[config.mk]
export PLATFORM = sky130hd
export DESIGN_NAME = danmaku_frame_fetcher_flat
export DESIGN_NICKNAME = d
export VERILOG_FILES = /design/src/rtl/danmaku_pkg.sv /design/src/rtl/danmaku_frame_fetcher_if.sv /design/src/rtl/danmaku_frame_fetcher.sv /design/src/flat_wrapper.sv
export SDC_FILE = /design/constraint.sdc
export NUM_CORES = 1
export LEC_CHECK = 0
export CORE_MARGIN = 2
export CORE_UTILIZATION = 35
export CTS_BUF_LIST = sky130_fd_sc_hd__clkbuf_4 sky130_fd_sc_hd__clkbuf_8
export CTS_CLUSTER_SIZE = 10
export DETAILED_ROUTE_END_ITERATION = 7
export PLACE_DENSITY = 0.65
export SLEW_MARGIN = 0
export SYNTH_ARGS = -nofsm -noshare
export SYNTH_HDL_FRONTEND = slang
export SYNTH_SLANG_ARGS = --single-unit
[constraint.sdc]
create_clock -name clk -period 7.55 [get_ports clk]
set_input_delay 1.51 -clock clk [delete_from_list [all_inputs] [get_ports clk]]
set_output_delay 1.51 -clock clk [all_outputs]
set_load 0.005 [all_outputs]
[src/rtl/danmaku_pkg.sv]
// Shared types and default geometry for the danmaku overlay frame fetcher.
package danmaku_pkg;

    typedef enum logic [1:0] {
        IDLE  = 2'd0,
        ISSUE = 2'd1,
        DRAIN = 2'd2
    } state_t;

    localparam int WORD_BYTES          = 8;
    localparam int DEF_ADDR_W          = 32;
    localparam int DEF_WORDS_PER_FRAME = 19200;
    localparam int DEF_BURST_LEN       = 8;
    localparam int DEF_FIFO_DEPTH      = 256;
    localparam int DEF_USEDW_W         = 8;

endpackage

[src/rtl/danmaku_frame_fetcher_if.sv]
// Avalon-MM burst read bus between the frame fetcher and the SDRAM interconnect.
interface danmaku_frame_fetcher_if #(
    parameter int ADDR_W = 32
);
    logic [ADDR_W-1:0] address;
    logic              read;
    logic [6:0]        burstcount;
    logic              waitrequest;
    logic [63:0]       readdata;
    logic              readdatavalid;

    modport master (
        output address, read, burstcount,
        input  waitrequest, readdata, readdatavalid
    );

    modport slave (
        input  address, read, burstcount,
        output waitrequest, readdata, readdatavalid
    );
endinterface

[src/rtl/danmaku_frame_fetcher.sv]
// Fetches one frame of packed pixel words per frame_start via credit-throttled
// Avalon burst reads and passes returned words straight to the adapter FIFO.
//
// state | meaning
// IDLE  | waiting for frame_start with enable
// ISSUE | launching bursts while the FIFO has credit
// DRAIN | all bursts accepted, waiting for the last returned word
module danmaku_frame_fetcher
    import danmaku_pkg::*;
#(
    parameter int ADDR_W          = DEF_ADDR_W,
    parameter int WORDS_PER_FRAME = DEF_WORDS_PER_FRAME,
    parameter int BURST_LEN       = DEF_BURST_LEN,
    parameter int FIFO_DEPTH      = DEF_FIFO_DEPTH,
    parameter int USEDW_W         = DEF_USEDW_W
) (
    input  logic                    clk,
    input  logic                    rst_n,
    input  logic                    enable,
    input  logic                    frame_start,
    input  logic [ADDR_W-1:0]       fb_base,
    danmaku_frame_fetcher_if.master avm,
    input  logic [USEDW_W-1:0]      fifo_wrusedw,
    output logic [63:0]             data_src,
    output logic                    valid_src,
    input  logic                    ready_src,
    output logic                    busy,
    output logic                    frame_done,
    output logic                    err_overrun,
    output logic                    err_overflow
);

    localparam int CNT_W  = $clog2(WORDS_PER_FRAME + 1);
    localparam int OUT_W  = $clog2(FIFO_DEPTH + 1);
    localparam int MAX_W  = (USEDW_W > OUT_W) ? USEDW_W : OUT_W;
    // two extra bits: three-term sum must never wrap before the compare
    localparam int CRED_W = ((MAX_W > 7) ? MAX_W : 7) + 2;
    localparam logic [CNT_W-1:0] WPF = CNT_W'(WORDS_PER_FRAME);

    function automatic logic [6:0] burst_of(input logic [CNT_W-1:0] issued);
        logic [CNT_W-1:0] left;
        left = WPF - issued;
        if (int'(left) > BURST_LEN) return 7'(BURST_LEN);
        else                        return 7'(left);
    endfunction

    state_t              state, state_nxt;
    logic [ADDR_W-1:0]   addr_q;
    logic [CNT_W-1:0]    issued_q;
    logic [OUT_W-1:0]    outstanding_q, outstanding_nxt;
    logic                pend_q;
    logic [6:0]          burst;
    logic                credit_ok;
    logic                cmd_read;
    logic                accept;
    logic                start;
    logic                dec;

    always_comb begin
        burst     = burst_of(issued_q);
        credit_ok = (CRED_W'(fifo_wrusedw) + CRED_W'(outstanding_q) + CRED_W'(burst))
                    <= CRED_W'(FIFO_DEPTH);
        // once asserted the command holds until accepted, regardless of credit
        cmd_read  = pend_q || (state == ISSUE && credit_ok);
        accept    = cmd_read && !avm.waitrequest;
        start     = (state == IDLE) && frame_start && enable;
        dec       = avm.readdatavalid && (outstanding_q != '0);
    end

    assign avm.read       = cmd_read;
    assign avm.address    = cmd_read ? addr_q : '0;
    assign avm.burstcount = cmd_read ? burst  : 7'd0;

    assign data_src  = avm.readdata;
    assign valid_src = avm.readdatavalid;
    assign busy      = (state != IDLE);

    always_comb begin
        state_nxt  = state;
        frame_done = 1'b0;
        case (state)
            IDLE: begin
                if (start) state_nxt = ISSUE;
            end
            ISSUE: begin
                if (accept && (issued_q + CNT_W'(burst) == WPF)) state_nxt = DRAIN;
            end
            DRAIN: begin
                if (outstanding_q == '0) begin
                    frame_done = 1'b1;
                    state_nxt  = IDLE;
                end
            end
            default: state_nxt = IDLE;
        endcase
    end

    always_comb begin
        outstanding_nxt = outstanding_q;
        if (start) begin
            outstanding_nxt = '0;
        end else begin
            if (accept) outstanding_nxt = outstanding_nxt + OUT_W'(burst);
            if (dec)    outstanding_nxt = outstanding_nxt - OUT_W'(1);
        end
    end

    always_ff @(posedge clk or negedge rst_n) begin
        if (!rst_n) begin
            state         <= IDLE;
            addr_q        <= '0;
            issued_q      <= '0;
            outstanding_q <= '0;
            pend_q        <= 1'b0;
            err_overrun   <= 1'b0;
            err_overflow  <= 1'b0;
        end else begin
            state         <= state_nxt;
            outstanding_q <= outstanding_nxt;
            pend_q        <= cmd_read && avm.waitrequest;
            if (start) begin
                addr_q   <= fb_base;
                issued_q <= '0;
            end else if (accept) begin
                addr_q   <= addr_q + ADDR_W'(burst) * ADDR_W'(WORD_BYTES);
                issued_q <= issued_q + CNT_W'(burst);
            end
            if (frame_start && state != IDLE)        err_overrun  <= 1'b1;
            if (avm.readdatavalid && !ready_src)     err_overflow <= 1'b1;
        end
    end

endmodule
[src/flat_wrapper.sv]
// flat-port wrapper written by rule: the top's interface ports become plain ports
module danmaku_frame_fetcher_flat import danmaku_pkg::*;
#(
    parameter int ADDR_W          = DEF_ADDR_W,
    parameter int WORDS_PER_FRAME = DEF_WORDS_PER_FRAME,
    parameter int BURST_LEN       = DEF_BURST_LEN,
    parameter int FIFO_DEPTH      = DEF_FIFO_DEPTH,
    parameter int USEDW_W         = DEF_USEDW_W
)
  (clk, rst_n, enable, frame_start, fb_base, fifo_wrusedw, data_src, valid_src, ready_src, busy, frame_done, err_overrun, err_overflow, avm_address, avm_read, avm_burstcount, avm_waitrequest, avm_readdata, avm_readdatavalid);
  danmaku_frame_fetcher_if #(.ADDR_W(ADDR_W)) avm_i ();
  input  logic clk;
  input  logic rst_n;
  input  logic enable;
  input  logic frame_start;
  input  logic [ADDR_W-1:0] fb_base;
  input  logic [USEDW_W-1:0] fifo_wrusedw;
  output logic [63:0] data_src;
  output logic valid_src;
  input  logic ready_src;
  output logic busy;
  output logic frame_done;
  output logic err_overrun;
  output logic err_overflow;
  output wire logic [$bits(avm_i.address)-1:0] avm_address;
  output wire logic [$bits(avm_i.read)-1:0] avm_read;
  output wire logic [$bits(avm_i.burstcount)-1:0] avm_burstcount;
  input wire logic [$bits(avm_i.waitrequest)-1:0] avm_waitrequest;
  input wire logic [$bits(avm_i.readdata)-1:0] avm_readdata;
  input wire logic [$bits(avm_i.readdatavalid)-1:0] avm_readdatavalid;
  assign avm_address = avm_i.address;
  assign avm_read = avm_i.read;
  assign avm_burstcount = avm_i.burstcount;
  assign avm_i.waitrequest = avm_waitrequest;
  assign avm_i.readdata = avm_readdata;
  assign avm_i.readdatavalid = avm_readdatavalid;
  danmaku_frame_fetcher #(.ADDR_W(ADDR_W), .WORDS_PER_FRAME(WORDS_PER_FRAME), .BURST_LEN(BURST_LEN), .FIFO_DEPTH(FIFO_DEPTH), .USEDW_W(USEDW_W)) u_core (.clk(clk), .rst_n(rst_n), .enable(enable), .frame_start(frame_start), .fb_base(fb_base), .avm(avm_i), .fifo_wrusedw(fifo_wrusedw), .data_src(data_src), .valid_src(valid_src), .ready_src(ready_src), .busy(busy), .frame_done(frame_done), .err_overrun(err_overrun), .err_overflow(err_overflow));
endmodule
Yosys cells after proc, flatten, opt, wreduce, memory -nomap -nowiden
Index checks and enable logic that the tools add are counted.
W data, S select, Z words.
- $lt $le $gt $ge: 2
- reductions and logical operators: 18
- multiplexer cells: 17
- $add $sub $neg: 7
- equality and inequality tests: 6
- operators by type and width (kind ; number):
    $mux W32 ; 3
    $mux W9 ; 4
    $add A32 B10 Y32 ; 1
    $mux W15 ; 2
    $add A15 B7 Y15 ; 1
    $eq A15 B15 Y1 const B ; 1
    $gt A15 B4 Y1 const B ; 1
    $sub A15 B15 Y15 const A ; 1
    $mux W7 ; 2
    $add A11 B7 Y11 ; 1
    $le A11 B9 Y1 const B ; 1
    $add A8 B9 Y10 ; 1
    $add A9 B7 Y9 ; 1
    $logic_and A1 B1 Y1 ; 9
    $logic_not A9 Y1 ; 1
    $reduce_bool A9 Y1 ; 1
    $sub A9 B1 Y9 const B ; 1
    $mux W2 ; 3
    $pmux W2 S3 ; 1
    $ne A2 B1 Y1 const B ; 2
    $reduce_bool A2 Y1 ; 2
    $reduce_and A3 Y1 ; 1
    $eq A2 B1 Y1 const B ; 1
    $eq A2 B2 Y1 const B ; 1
    other kinds (5) ; 7
- output and inout bits: 109
- bits of input ports: 111
- register bits after elaboration: 61

Longest topological paths before layout
- depth after elaboration: 13
- mapped depth: 20
- depth with buffers taken out: 20

Least setup slack after synthesis
No wires, ideal clock.
- path kind: register to output
- start point: register u_core.issued_q[0]
- end point: output port avm_address[10]
- stages on the path, launching flop included: 19
- path buffers: 2
- path slack: 1.209 ns
- arrival time: 4.831 ns
- data required time: 6.040 ns
- cell sequence: dfrtp_1 inv_1 ha_1 or3b_4 a211o_1 a32o_1 or4_4 nor4_1 ha_1 fa_1 a21oi_1 o211ai_1 a21oi_1 nand2b_1 o311a_1 o22ai_2 clkbuf_1 clkbuf_1 and2_1
- longest elaborated chain between the ends: 8
- ends and longest elaborated chain (what ; line ; text):
    start: declaration ; danmaku_frame_fetcher.sv:49 ; logic [CNT_W-1:0] issued_q;
    start signal: assignment ; danmaku_frame_fetcher.sv:126 ; issued_q <= issued_q + CNT_W'(burst);
    $sub A15 B15 Y15 * ; danmaku_frame_fetcher.sv:42 ; left = WPF - issued;
    $gt A15 B4 Y1 ; danmaku_frame_fetcher.sv:43 ; if (int'(left) > BURST_LEN) return 7'(BURST_LEN);
    $mux W7 * ; danmaku_frame_fetcher.sv:43 ;
    $add A11 B7 Y11 * ; danmaku_frame_fetcher.sv:61 ; credit_ok = (CRED_W'(fifo_wrusedw) + CRED_W'(outstanding_q) + CRED_W'(burst))
    $le A11 B9 Y1 * ; danmaku_frame_fetcher.sv:62 ; <= CRED_W'(FIFO_DEPTH);
    $logic_and A1 B1 Y1 * ; danmaku_frame_fetcher.sv:64 ; cmd_read = pend_q || (state == ISSUE && credit_ok);
    $logic_or A1 B1 Y1 * ; danmaku_frame_fetcher.sv:64 ;
    $mux W32 * ; danmaku_frame_fetcher.sv:71 ; assign avm.address = cmd_read ? addr_q : '0;
    end: declaration ; flat_wrapper.sv:25 ; output wire logic [$bits(avm_i.address)-1:0] avm_address;
Every way passes the cells marked *; elsewhere a longest branch is shown, timed or not.

Worst setup path in the final report
- start point: register u_core.issued_q[0]
- end point: output port avm_address[14]
Same word-level chain as after synthesis.

==> qor.csv <==
metric,value,unit
outcome,"finished, final reports clean",
Synth Cell Area,6080,um^2
"commonest cells after routing, fill and taps aside","87 x clkdlybuf4s50_1, 78 x nand2_1, 69 x nor2_1, 61 x dfrtp_1, 42 x and2_1",
DIE AREA,18400,um^2
I/O pins,220,
YS warnings,0,
worst-path maximum fanout,46,
first-pass GRT wire length,26100,um
share of post-route cells with drive strength above 1,6.82,%
# nets final,937,
Slew HR,45.2,%
top cell type's share of synthesized area,25.1,%
worst flop-to-flop path startpoint,u_core.issued_q[0]$_DFFE_PN0P_,
initial antenna violation count,0,
Post-synth ARST share,100,%
worst hold endpoint,u_core.err_overflow$_DFFE_PN0P_,
Min Hold Slack,0.460,ns
H-tree depth,3,
Final period util,96.0,%
Initial Util,35.5,%
final setup vio count,0,
sequential share of the synthesized area,25.1,%
post-synth top area cell,dfrtp_1,
Sink Count,61,
antenna cell count,0,
"Reg clk slew, reported paths",0.08,ns
VDD IR max,239,uV
Die Height,136,um
CTS Buffer Depth,2,
Final Hold Viols,0,
Synth Area in Simple Gates,26.2,%
"antenna viol nets, final",0,
Total GRT Usage,17.8,%
post-DP HPWL,11400,um
pin count of the biggest net entering global routing,82,
DIE WIDTH,136,um
Post-CTS Setup Bufs,0,
post-synthesis mux area share,0.844,%
Fillers,1737,
skew final,0.00950,ns
largest family of logic cells by synthesized area,simple AND/OR/NAND/NOR gates,
most common library cell in the layout ignoring fill and taps,clkdlybuf4s50_1,
cells after synthesis,761,
PwrDens,410,nW/um^2
P&R area growth vs syn,14.2,%
Synth Register Bits,61,
core footprint,17100,um^2
Initial DRC Count,258,
r2r setup slk,1.49,ns
number of library cell types mapped by synthesis,78,
Final min period,7.25,ns
"Gates resized, CTS repair",0,
Lkg Pwr,2.80,nW
critical path class,register to output pin,
CTS buffer count,9,
cts hold-fix bufs,0,
# port buffers,88,
Rows,48,
Final WS setup,0.301,ns
Synth Area in XOR/XNOR,9.22,%
Critical Path RT,6.04,ns
Post-Place Setup Slack,0.497,ns
Placed Cells,1001,
Finished Core Util,40.5,%
Non-Filler Instances,1017,
complex-gate fraction of the synthesized area,17.1,%
worst slew pin tran,0.822,ns
number of flops mapped to enable cells by yosys,0,
Worst setup SP type,register,
"top cells by area, synth","dfrtp_1 25%, buf_4 8.8%, ha_1 7.2%, xnor2_1 5.9%, nand2_1 4.9%",
Max Cap Violations,0,
total gr overflow,0,
GP Congestion,0.889,
total power,2.85,mW
vias in the first global route,5204,
fmax,138,MHz
via count,5288,
Worst Hold Launch,u_core.err_overflow$_DFFE_PN0P_,
Worst setup EP type,output pin,
critical path arrival,5.74,ns
Routed WL per cell,15.4,um
Clk Tree Root Cell,clkbuf_8,
Hold Path Depth,1,
worst-skew pair later-pin latency,0.36,ns
DRT Wirelength,15700,um
Final Slew Violations,0,
Hold Crit Class,register to register,
Remaining DRCs,0,
CTS tree,yes,
Initial DRT Pass Iterations,5,
drt via density,5.20,
Reg2Reg Depth,20,
synthesized-area fraction occupied by adder cells,8.52,%
ys flop type,dfrtp_1,
syn_area_per_cell,7.99,um^2
reg2reg end,u_core.state[0]$_DFFE_PN0P_,
## logic make-up (layout without fill, tap and decap cells)
logic type / after synthesis / count (layout)
AO/OA/AOI/OAI: 156 / 156
adder cells (fa/ha/maj): 39 / 39
AND/OR/NAND/NOR: 308 / 308
multiplexers: 5 / 5
flip-flops: 61 / 61
other: 1 / 14
buffers and inverters: 127 / 145
XOR/XNOR: 64 / 64
## synthesized netlist by cell type, types with 5 or more instances
cell / number
inv_1: 27
nor3_1: 19
nand4_1: 8
xnor2_1: 41
buf_6: 5
nor4_1: 12
o21ai_0: 41
a21o_1: 14
a211oi_1: 11
clkbuf_1: 20
and3_1: 5
buf_4: 71
and2_1: 42
nor2b_1: 5
nand2_1: 79
ha_1: 35
a21oi_1: 32
or3_1: 7
nor2_1: 69
nand3b_1: 6
nand3_1: 21
dfrtp_1: 61
xor2_1: 23
a31oi_1: 6
o21bai_1: 6
## power breakdown
group / internal [mW] / switching, mW / total (mW) / leakage [nW]
sequential: 0.453 / 0.182 / 0.635 / 0.746
clock: 0.174 / 0.143 / 0.317 / 0.108
combinational: 0.951 / 0.942 / 1.89 / 1.95
total: 1.58 / 1.27 / 2.85 / 2.80
## worst max path at each step
| stage | cells after the start | startpoint | end |
|---|---|---|---|
| floorplan | 18 | u_core.issued_q[0]$_DFFE_PN0P_ | avm_address[10] |
| global placement | 16 | fifo_wrusedw[0] | avm_address[2] |
| detailed placement | 18 | u_core.issued_q[0]$_DFFE_PN0P_ | avm_address[10] |
| CTS | 18 | u_core.issued_q[0]$_DFFE_PN0P_ | avm_address[10] |
| global route | 18 | u_core.issued_q[0]$_DFFE_PN0P_ | avm_address[21] |
| finish | 18 | u_core.issued_q[0]$_DFFE_PN0P_ | avm_address[14] |
## metrics by stage
stage	TNS, ns	instance area [um^2]
finish	0	6940
global route	-0.00904	6940
CTS	0	6920
detailed placement	0	6720
global placement	0	6720
floorplan	0	6130
## state kept, by name (all words and copies together) (netlist names)
name and flops:
u_core.err_overrun 1, u_core.pend_q 1, u_core.outstanding_q 9, u_core.err_overflow 1
u_core.state 2, u_core.issued_q 15, u_core.addr_q 32
## routing by layer
layer	wire length (um)	global-route usage, %	share of wire (%)	vias to the layer above
li1	-	-	-	2630
met1	7060	23.8	45	2490
met2	7160	27.9	46	136
met3	1080	3.67	6.9	32
met4	357	7.47	2.3	0
met5	0	0	0	-
## critical path, stage by stage (launching register included)
cell             delay (ns)
dfrtp_1                0.46
inv_1                  0.22
ha_1                   0.26
or3b_4                 0.43
a211o_1                0.23
a32o_1                 0.28
or4_4                  0.49
nor3_2                 0.35
nand2_2                0.23
ha_1                   0.43
nand2_1                0.09
o211ai_1               0.20
a21oi_1                0.12
nand2b_1               0.15
o311a_1                0.29
o22ai_2                0.22
buf_12                 0.23
and2_1                 0.17
clkdlybuf4s50_1        0.50
## area by class of cell
| class | count | area, um^2 | area share, % |
|---|---|---|---|
| Clock buffer | 13 | 160 | 2.31 |
| Tap cell | 225 | 282 | 4.06 |
| Clock inverter | 3 | 43.8 | 0.631 |
| Sequential cell | 61 | 1530 | 22.0 |
| Multi-Input combinational cell | 586 | 3840 | 55.3 |
| Inverter | 28 | 105 | 1.51 |
| Timing Repair Buffer | 101 | 986 | 14.2 |
No activity file was read; power rests on OpenSTA's default activity.
